`config.mk`:
```
export PLATFORM = sky130hd
export DESIGN_NAME = decode_stage
export DESIGN_NICKNAME = d
export VERILOG_FILES = /design/src/rtl/rv_defs_pkg.sv /design/src/rtl/decode_stage_logic.sv /design/src/rtl/decode_stage.sv
export SDC_FILE = /design/constraint.sdc
export NUM_CORES = 1
export LEC_CHECK = 0
export CAP_MARGIN = 40
export CORE_MARGIN = 4
export CORE_UTILIZATION = 33
export CTS_CLUSTER_SIZE = 10
export DETAILED_ROUTE_END_ITERATION = 6
export SYNTH_ARGS = -nofsm -noshare
export SYNTH_HDL_FRONTEND = slang
export SYNTH_SLANG_ARGS = --single-unit
```
`constraint.sdc`:
```
create_clock -name i_clk -period 3.1 [get_ports i_clk]
set_clock_uncertainty 0.2 [all_clocks]
set_input_delay 0.465 -clock i_clk [delete_from_list [all_inputs] [get_ports i_clk]]
set_output_delay 0.465 -clock i_clk [all_outputs]
set_load 0.02 [all_outputs]
```
`src/rtl/rv_defs_pkg.sv`:
```
// Shared RV32 decode definitions: opcode constants, write-back encodings,
// instruction formats and the decoded-instruction payload.
package rv_defs;

   localparam int unsigned XLEN  = 32;
   localparam int unsigned REG_W = 5;
   localparam int unsigned OPC_W = 5;

   localparam logic [OPC_W-1:0] OPC_LOAD     = 5'b00000;
   localparam logic [OPC_W-1:0] OPC_MISC_MEM = 5'b00011;
   localparam logic [OPC_W-1:0] OPC_OP_IMM   = 5'b00100;
   localparam logic [OPC_W-1:0] OPC_AUIPC    = 5'b00101;
   localparam logic [OPC_W-1:0] OPC_STORE    = 5'b01000;
   localparam logic [OPC_W-1:0] OPC_OP       = 5'b01100;
   localparam logic [OPC_W-1:0] OPC_LUI      = 5'b01101;
   localparam logic [OPC_W-1:0] OPC_BRANCH   = 5'b11000;
   localparam logic [OPC_W-1:0] OPC_JALR     = 5'b11001;
   localparam logic [OPC_W-1:0] OPC_JAL      = 5'b11011;
   localparam logic [OPC_W-1:0] OPC_SYSTEM   = 5'b11100;

   localparam logic [1:0] WB_ALU  = 2'b00;
   localparam logic [1:0] WB_LOAD = 2'b01;
   localparam logic [1:0] WB_RET  = 2'b10;

   typedef enum logic [2:0] {FMT_R, FMT_I, FMT_S, FMT_B, FMT_U, FMT_J} fmt_e;

   typedef struct packed {
      logic [XLEN-1:0]  immediate;
      logic [OPC_W-1:0] opcode;
      logic [2:0]       funct3;
      logic [6:0]       funct7;
      logic [REG_W-1:0] rsa;
      logic [REG_W-1:0] rsb;
      logic [REG_W-1:0] rd;
      logic             system;
      logic             mul;
      logic             illegal;
      logic             alu_pc;
      logic             alu_imm;
      logic             alu_en;
      logic             ma_wr;
      logic             ma_rd;
      logic [1:0]       wb_mux;
      logic             wb_en;
   } dec_t;

   typedef struct packed {
      logic             valid;
      logic [REG_W-1:0] rd;
   } sb_entry_t;

endpackage

```
`src/rtl/decode_stage_logic.sv`:
```
// Purely combinational RV32 field, immediate, control and legality decode,
// plus the source-operand use flags consumed by the hazard check.
module decode_logic
   import rv_defs::*;
#(
   parameter bit DECODE_SYSTEM = 1'b1,
   parameter bit DECODE_MUL    = 1'b0
) (
   input  logic [XLEN-1:0] insn,
   output dec_t            dec_c,
   output logic            uses_a_c,
   output logic            uses_b_c
);

   logic [OPC_W-1:0] opc;
   logic [2:0]       f3;
   logic [6:0]       f7;
   logic             known;
   logic             f7_ok;
   logic             legal;
   logic             mul_enc;
   fmt_e             fmt;
   logic [XLEN-1:0]  imm;

   always_comb begin
      opc     = insn[6:2];
      f3      = insn[14:12];
      f7      = insn[31:25];
      known   = 1'b0;
      f7_ok   = 1'b1;
      fmt     = FMT_R;
      mul_enc = (f7 == 7'b0000001);

      case (opc)
         OPC_LUI, OPC_AUIPC: begin known = 1'b1; fmt = FMT_U; end
         OPC_JAL:            begin known = 1'b1; fmt = FMT_J; end
         OPC_JALR, OPC_LOAD, OPC_OP_IMM, OPC_MISC_MEM:
                             begin known = 1'b1; fmt = FMT_I; end
         OPC_BRANCH:         begin known = 1'b1; fmt = FMT_B; end
         OPC_STORE:          begin known = 1'b1; fmt = FMT_S; end
         OPC_OP: begin
            known = 1'b1;
            fmt   = FMT_R;
            // funct7=0100000 only exists for SUB and SRA
            f7_ok = (f7 == 7'b0000000)
                 || ((f7 == 7'b0100000) && ((f3 == 3'b000) || (f3 == 3'b101)))
                 || (DECODE_MUL && mul_enc);
         end
         OPC_SYSTEM:         begin known = DECODE_SYSTEM; fmt = FMT_I; end
         default:            begin known = 1'b0; fmt = FMT_R; end
      endcase

      legal = (insn[1:0] == 2'b11) && known && f7_ok;

      case (fmt)
         FMT_I:   imm = {{20{insn[31]}}, insn[31:20]};
         FMT_S:   imm = {{20{insn[31]}}, insn[31:25], insn[11:7]};
         FMT_B:   imm = {{19{insn[31]}}, insn[31], insn[7], insn[30:25], insn[11:8], 1'b0};
         FMT_U:   imm = {insn[31:12], 12'h000};
         FMT_J:   imm = {{11{insn[31]}}, insn[31], insn[19:12], insn[20], insn[30:21], 1'b0};
         default: imm = '0;
      endcase

      dec_c           = '0;
      dec_c.immediate = legal ? imm : '0;
      dec_c.opcode    = opc;
      dec_c.funct3    = f3;
      dec_c.funct7    = f7;
      dec_c.rsa       = (opc == OPC_LUI) ? '0 : insn[19:15];
      dec_c.rsb       = insn[24:20];
      dec_c.rd        = insn[11:7];
      dec_c.illegal   = !legal;
      dec_c.system    = legal && (opc == OPC_SYSTEM);
      dec_c.mul       = legal && DECODE_MUL && (opc == OPC_OP) && mul_enc;
      dec_c.alu_pc    = (opc == OPC_JAL) || (opc == OPC_AUIPC) || (opc == OPC_BRANCH);
      dec_c.alu_imm   = (opc != OPC_OP);
      dec_c.alu_en    = ((opc == OPC_OP) || (opc == OPC_OP_IMM)) && !dec_c.mul;
      dec_c.ma_wr     = legal && (opc == OPC_STORE);
      dec_c.ma_rd     = legal && (opc == OPC_LOAD);
      dec_c.wb_mux    = {(opc == OPC_JAL) || (opc == OPC_JALR), (opc == OPC_LOAD)};
      dec_c.wb_en     = legal && (opc != OPC_STORE) && (opc != OPC_BRANCH);

      uses_a_c = !((opc == OPC_LUI) || (opc == OPC_AUIPC) || (opc == OPC_JAL));
      uses_b_c = (opc == OPC_BRANCH) || (opc == OPC_STORE) || (opc == OPC_OP);
   end

endmodule

```
`src/rtl/decode_stage.sv`:
```
// Registered RV32 decode stage: valid/ready handshake, output register and a
// shift-register scoreboard of in-flight destinations that stalls RAW hazards.
module decode_stage
   import rv_defs::*;
#(
   parameter bit          DECODE_SYSTEM = 1'b1,
   parameter bit          DECODE_MUL    = 1'b0,
   parameter int unsigned HZ_DEPTH      = 2
) (
   input  logic             i_clk,
   input  logic             i_rst,
   input  logic             i_valid,
   output logic             o_ready,
   input  logic [XLEN-1:0]  i_opcode_in,
   input  logic [XLEN-1:0]  i_pc,
   input  logic             i_flush,
   output logic             o_valid,
   input  logic             i_ready,
   output logic [XLEN-1:0]  o_pc,
   output logic [XLEN-1:0]  o_immediate,
   output logic [OPC_W-1:0] o_opcode,
   output logic [2:0]       o_funct3,
   output logic [6:0]       o_funct7,
   output logic [REG_W-1:0] o_rsa,
   output logic [REG_W-1:0] o_rsb,
   output logic [REG_W-1:0] o_rd,
   output logic             o_system,
   output logic             o_mul,
   output logic             o_illegal,
   output logic             o_alu_pc,
   output logic             o_alu_imm,
   output logic             o_alu_en,
   output logic             o_ma_wr,
   output logic             o_ma_rd,
   output logic [1:0]       o_wb_mux,
   output logic             o_wb_en
);

   dec_t            dec_c;
   logic            uses_a_c;
   logic            uses_b_c;
   dec_t            out_q;
   logic [XLEN-1:0] pc_q;
   logic            valid_q;
   sb_entry_t       sb_q [HZ_DEPTH];
   logic            match_a;
   logic            match_b;
   logic            hazard;
   logic            accept;

   decode_logic #(
      .DECODE_SYSTEM (DECODE_SYSTEM),
      .DECODE_MUL    (DECODE_MUL)
   ) u_decode_logic (
      .insn     (i_opcode_in),
      .dec_c    (dec_c),
      .uses_a_c (uses_a_c),
      .uses_b_c (uses_b_c)
   );

   // RAW check against the output register and every live scoreboard entry
   always_comb begin
      match_a = valid_q && out_q.wb_en && (out_q.rd == dec_c.rsa);
      match_b = valid_q && out_q.wb_en && (out_q.rd == dec_c.rsb);
      for (int unsigned i = 0; i < HZ_DEPTH; i++) begin
         if (sb_q[i].valid && (sb_q[i].rd == dec_c.rsa)) match_a = 1'b1;
         if (sb_q[i].valid && (sb_q[i].rd == dec_c.rsb)) match_b = 1'b1;
      end
      hazard = i_valid && ((uses_a_c && (dec_c.rsa != '0) && match_a)
                        || (uses_b_c && (dec_c.rsb != '0) && match_b));
   end

   assign o_ready = !i_flush && !hazard && (!valid_q || i_ready);
   assign accept  = i_valid && o_ready;

   // Flush kills only the output register; scoreboard entries predate the branch
   always_ff @(posedge i_clk) begin
      if (i_rst) begin
         valid_q <= 1'b0;
         out_q   <= '0;
         pc_q    <= '0;
         for (int unsigned i = 0; i < HZ_DEPTH; i++) sb_q[i] <= '0;
      end else begin
         if (i_ready) begin
            sb_q[0] <= '{valid: valid_q && out_q.wb_en && (out_q.rd != '0), rd: out_q.rd};
            for (int unsigned i = 1; i < HZ_DEPTH; i++) sb_q[i] <= sb_q[i-1];
         end
         if (accept) begin
            valid_q <= 1'b1;
            out_q   <= dec_c;
            pc_q    <= i_pc;
         end else if (i_ready || i_flush) begin
            valid_q <= 1'b0;
         end
      end
   end

   assign o_valid     = valid_q;
   assign o_pc        = pc_q;
   assign o_immediate = out_q.immediate;
   assign o_opcode    = out_q.opcode;
   assign o_funct3    = out_q.funct3;
   assign o_funct7    = out_q.funct7;
   assign o_rsa       = out_q.rsa;
   assign o_rsb       = out_q.rsb;
   assign o_rd        = out_q.rd;
   assign o_system    = out_q.system;
   assign o_mul       = out_q.mul;
   assign o_illegal   = out_q.illegal;
   assign o_alu_pc    = out_q.alu_pc;
   assign o_alu_imm   = out_q.alu_imm;
   assign o_alu_en    = out_q.alu_en;
   assign o_ma_wr     = out_q.ma_wr;
   assign o_ma_rd     = out_q.ma_rd;
   assign o_wb_mux    = out_q.wb_mux;
   assign o_wb_en     = out_q.wb_en;

endmodule
```
==> impl_metrics.json, run 1 <==
{
  "ioPinCount": 176,
  "relSlewSlack_pct": 54.4,
  "utilization_pct": 49.4,
  "reg2reg_slack_ns": 0.48,
  "die_x_um": 147,
  "hold_path_end": "o_rsb[2]$_SDFFE_PP0P_",
  "start_util_pct": 33.8,
  "drive_above_1_share_pct": 15.5,
  "grt_usage_pct": 17.4,
  "cts_made_buffers": 17,
  "ys.flop_type": "dfxtp_1",
  "clock-sinks": 117,
  "antenna_found_initial": 0,
  "htree_levels": 4,
  "synthCells": 686,
  "dpl.hpwl_um": 13500,
  "synth-seq-area-share_pct": 38.9,
  "finalCritPeriodShare_pct": 97.2,
  "p_leak_nw": 3.55,
  "synth_area_um2": 6340,
  "stdcell_count": 1137,
  "rows": 50,
  "fin_total_pwr_mw": 4.20,
  "period_minus_slack_ns": 3.01,
  "synth-edff-count": 12,
  "whs_path_depth": 2,
  "tightestPinTransition_ns": 0.681,
  "final_hold_viol_count": 0,
  "num_antenna_cells": 0,
  "worstPathArrival_ns": 2.35,
  "io_buffer_count": 174,
  "rr_endpoint": "o_valid$_SDFFE_PP0P_",
  "core_area_um2": 18800,
  "vias_per_cell": 4.77,
  "gp_congestion": 0.856,
  "hold_path_startpoint": "o_rsb[2]$_SDFFE_PP0P_",
  "synth_nets": 755,
  "vdd_ir_drop_max_mv": 0.358,
  "powerDensity_nw_per_um2": 453,
  "cp-end-kind": "primary output",
  "dr_total_vias": 5421,
  "yosysWarningCount": 0,
  "dp.cells": 1105,
  "syn_to_final_growth_pct": 46.3,
  "worstSetupPathType": "primary input to primary output",
  "syn_avg_cell_area_um2": 9.24,
  "r2r_cells": 9,
  "hp-class": "flip-flop to flip-flop",
  "clock_path_buffers": 2,
  "timing.fmax_mhz": 332,
  "drc": 0,
  "drt_iter0_drc": 338,
  "start_kind": "primary input",
  "critPathMaxFanout": 4,
  "grt_pass1_wl_um": 29900,
  "status": "complete, no violations",
  "totalWireLength_um": 18700,
  "grt_remaining_overflow": 0,
  "die-area_um2": 21500,
  "synthArstFlopShare_pct": 0,
  "path_clk_slew_ns": 0.06,
  "final-setup-viol-count": 0,
  "ys_ff_latch": 117,
  "worstReg2RegStart": "sb_q[0][7]$_SDFFCE_PN0P_",
  "final_nets": 960,
  "grt_max_degree": 129,
  "finalMaxSlewViolations": 0,
  "drv_cap": 0,
  "ant_nets": 0,
  "netlist-cell-type-count": 58,
  "worstPathRequired_ns": 2.43,
  "clock_latency_ns": 0.41,
  "grt_pass1_vias": 5383,
  "preCtsSetupSlack_ns": -0.497,
  "die_y_um": 147,
  "worst_slack_ns": 0.0859,
  "firstDrtPassIters": 5,
  "tns_ns": 0,
  "wl_per_cell_um": 16.5,
  "cts_tree": "done",
  "rsz0062_at_grt": "false",
  "root_buffer": "clkbuf_16"
}
power by group:
part,total [mW],switching [mW],internal [mW]
sequential,1.64,0.0492,1.60
clock,1.82,0.706,1.11
combinational,0.739,0.354,0.385
total,4.20,1.11,3.09
area by class of cell:
cell class / count / area [µm²]
inverter: 5 / 18.8
fill: 1812 / 9500
sequential: 117 / 2460
clock buffer: 22 / 454
tap: 234 / 293
timing repair buffer: 244 / 2350
multi-input combinational: 506 / 3610
clock inverter: 9 / 78.8
sequential cells by signal (all words and copies together), names as in the netlist, 2 cells and up:
register / count
o_funct3: 3
o_funct7: 7
o_immediate: 32
o_opcode: 5
o_pc: 32
o_rd: 5
o_rsa: 5
o_rsb: 5
o_wb_mux: 2
sb_q: 12
critical path, stage by stage:
cell and delay [ns]:
clkdlybuf4s50_1 0.62, buf_4 0.18, xnor2_1 0.11, o2111ai_1 0.15
o32ai_2 0.23, nand2_1 0.10, nand2_1 0.07, o211ai_1 0.08
and2_1 0.18, buf_4 0.15
per-layer routing:
metal  routed length, µm  vias to the layer above  GRT usage, %
met5                   0                        -             0
li1                    -                     2721             -
met4                 253                        0          5.03
met1                8410                     2525          22.1
met2                8460                      151          27.1
met3                1610                       24          7.51
stage by stage:
| step | cell area (µm²) | hold WS [ns] |
|---|---|---|
| 6_report | 9270 | 0.269 |
| 5_1_grt | 9270 | 0.277 |
| 4_1_cts | 9220 | 0.273 |
| 3_5_place_dp | 8660 | 0.261 |
| 3_3_place_gp | 8660 | 0.258 |
| 2_1_floorplan | 6340 | 0.340 |
cell usage after synthesis, drive strengths merged, types with 2 or more instances:
library cell | number | area [µm²]
a211o | 2 | 17.5
a21oi | 37 | 189
a22oi | 3 | 22.5
a311oi | 2 | 17.5
a31oi | 5 | 31.3
and2 | 14 | 87.6
and3 | 2 | 12.5
buf | 27 | 194
clkbuf | 31 | 118
dfxtp | 105 | 2100
edfxtp | 12 | 360
inv | 5 | 18.8
mux2 | 29 | 327
mux2i | 75 | 751
nand2 | 49 | 184
nand2b | 136 | 851
nand3 | 4 | 20.0
nand4 | 4 | 25.0
nor2 | 25 | 93.8
nor2b | 32 | 200
nor3 | 5 | 30.0
nor3b | 5 | 42.5
nor4 | 5 | 46.3
nor4bb | 4 | 40.0
o21a | 4 | 30.0
o21ai | 9 | 45.0
o22ai | 3 | 25.0
o32ai | 5 | 62.6
or2 | 3 | 18.8
or3 | 3 | 18.8
or3b | 2 | 17.5
or4 | 2 | 15.0
xnor2 | 13 | 114
xor2 | 13 | 114
worst max-delay path by stage:
stage / startpoint / endpoint / slack (ns)
CTS: i_opcode_in[21] / o_ready / 0.01
floorplan: i_opcode_in[21] / o_immediate[27]$_SDFFE_PP0P_ / 0.48
detailed placement: i_opcode_in[20] / o_ready / -0.50
global placement: i_opcode_in[20] / o_ready / -0.46
global route: i_opcode_in[17] / o_ready / 0.005
finish: i_opcode_in[17] / o_ready / 0.09
what timing repair did:
item / in CTS / in global routing
pin swaps: 4 / 10
gates cloned: 0 / 0
hold buffers: 0 / 0
setup endpoints to repair: 1 / 1
setup buffers: 0 / 1
resized for setup: 17 / 13
layout by cell type, fill, tap and decap left out, types with 4 or more instances in the layout:
master	instances
edfxtp_1	12
inv_1	5
nor2_1	25
xor2_1	13
nand2_1	49
buf_12	6
clkbuf_16	17
a31oi_1	5
nor4_1	4
dlygate4sd2_1	4
dfxtp_1	105
mux2_2	20
dlymetal6s2s_1	9
and2_1	13
mux2i_1	75
nor2b_1	32
nand4_1	4
o21ai_0	6
xnor2_1	13
clkinv_2	4
clkdlybuf4s50_1	159
buf_4	66
clkbuf_1	4
nand3_1	4
a21oi_1	35
nand2b_1	136
o21a_1	4
mux2_1	9
cells by family (layout without fill, tap and decap cells):
logic type | Yosys count | count (layout) | share of synthesized area, %
AND/OR/NAND/NOR | 298 | 298 | 27.3
flip-flops | 117 | 117 | 38.9
multiplexers | 104 | 104 | 17.0
AO/OA/AOI/OAI | 77 | 77 | 7.92
buffers and inverters | 63 | 280 | 5.21
XOR/XNOR | 26 | 26 | 3.59
other | 1 | 1 | 0.0592
(Power assumes the default switching activity.)
==> run 2: changes to the inputs <==
--- a/config.mk
+++ b/config.mk
@@ -5,7 +5,7 @@
 export SDC_FILE = /design/constraint.sdc
 export NUM_CORES = 1
 export LEC_CHECK = 0
-export CAP_MARGIN = 40
+export CAP_MARGIN = 0
 export CORE_MARGIN = 4
 export CORE_UTILIZATION = 33
 export CTS_CLUSTER_SIZE = 10
==> results of run 2 <==
The final DEF is identical to that of run 1; final timing and power are the same.
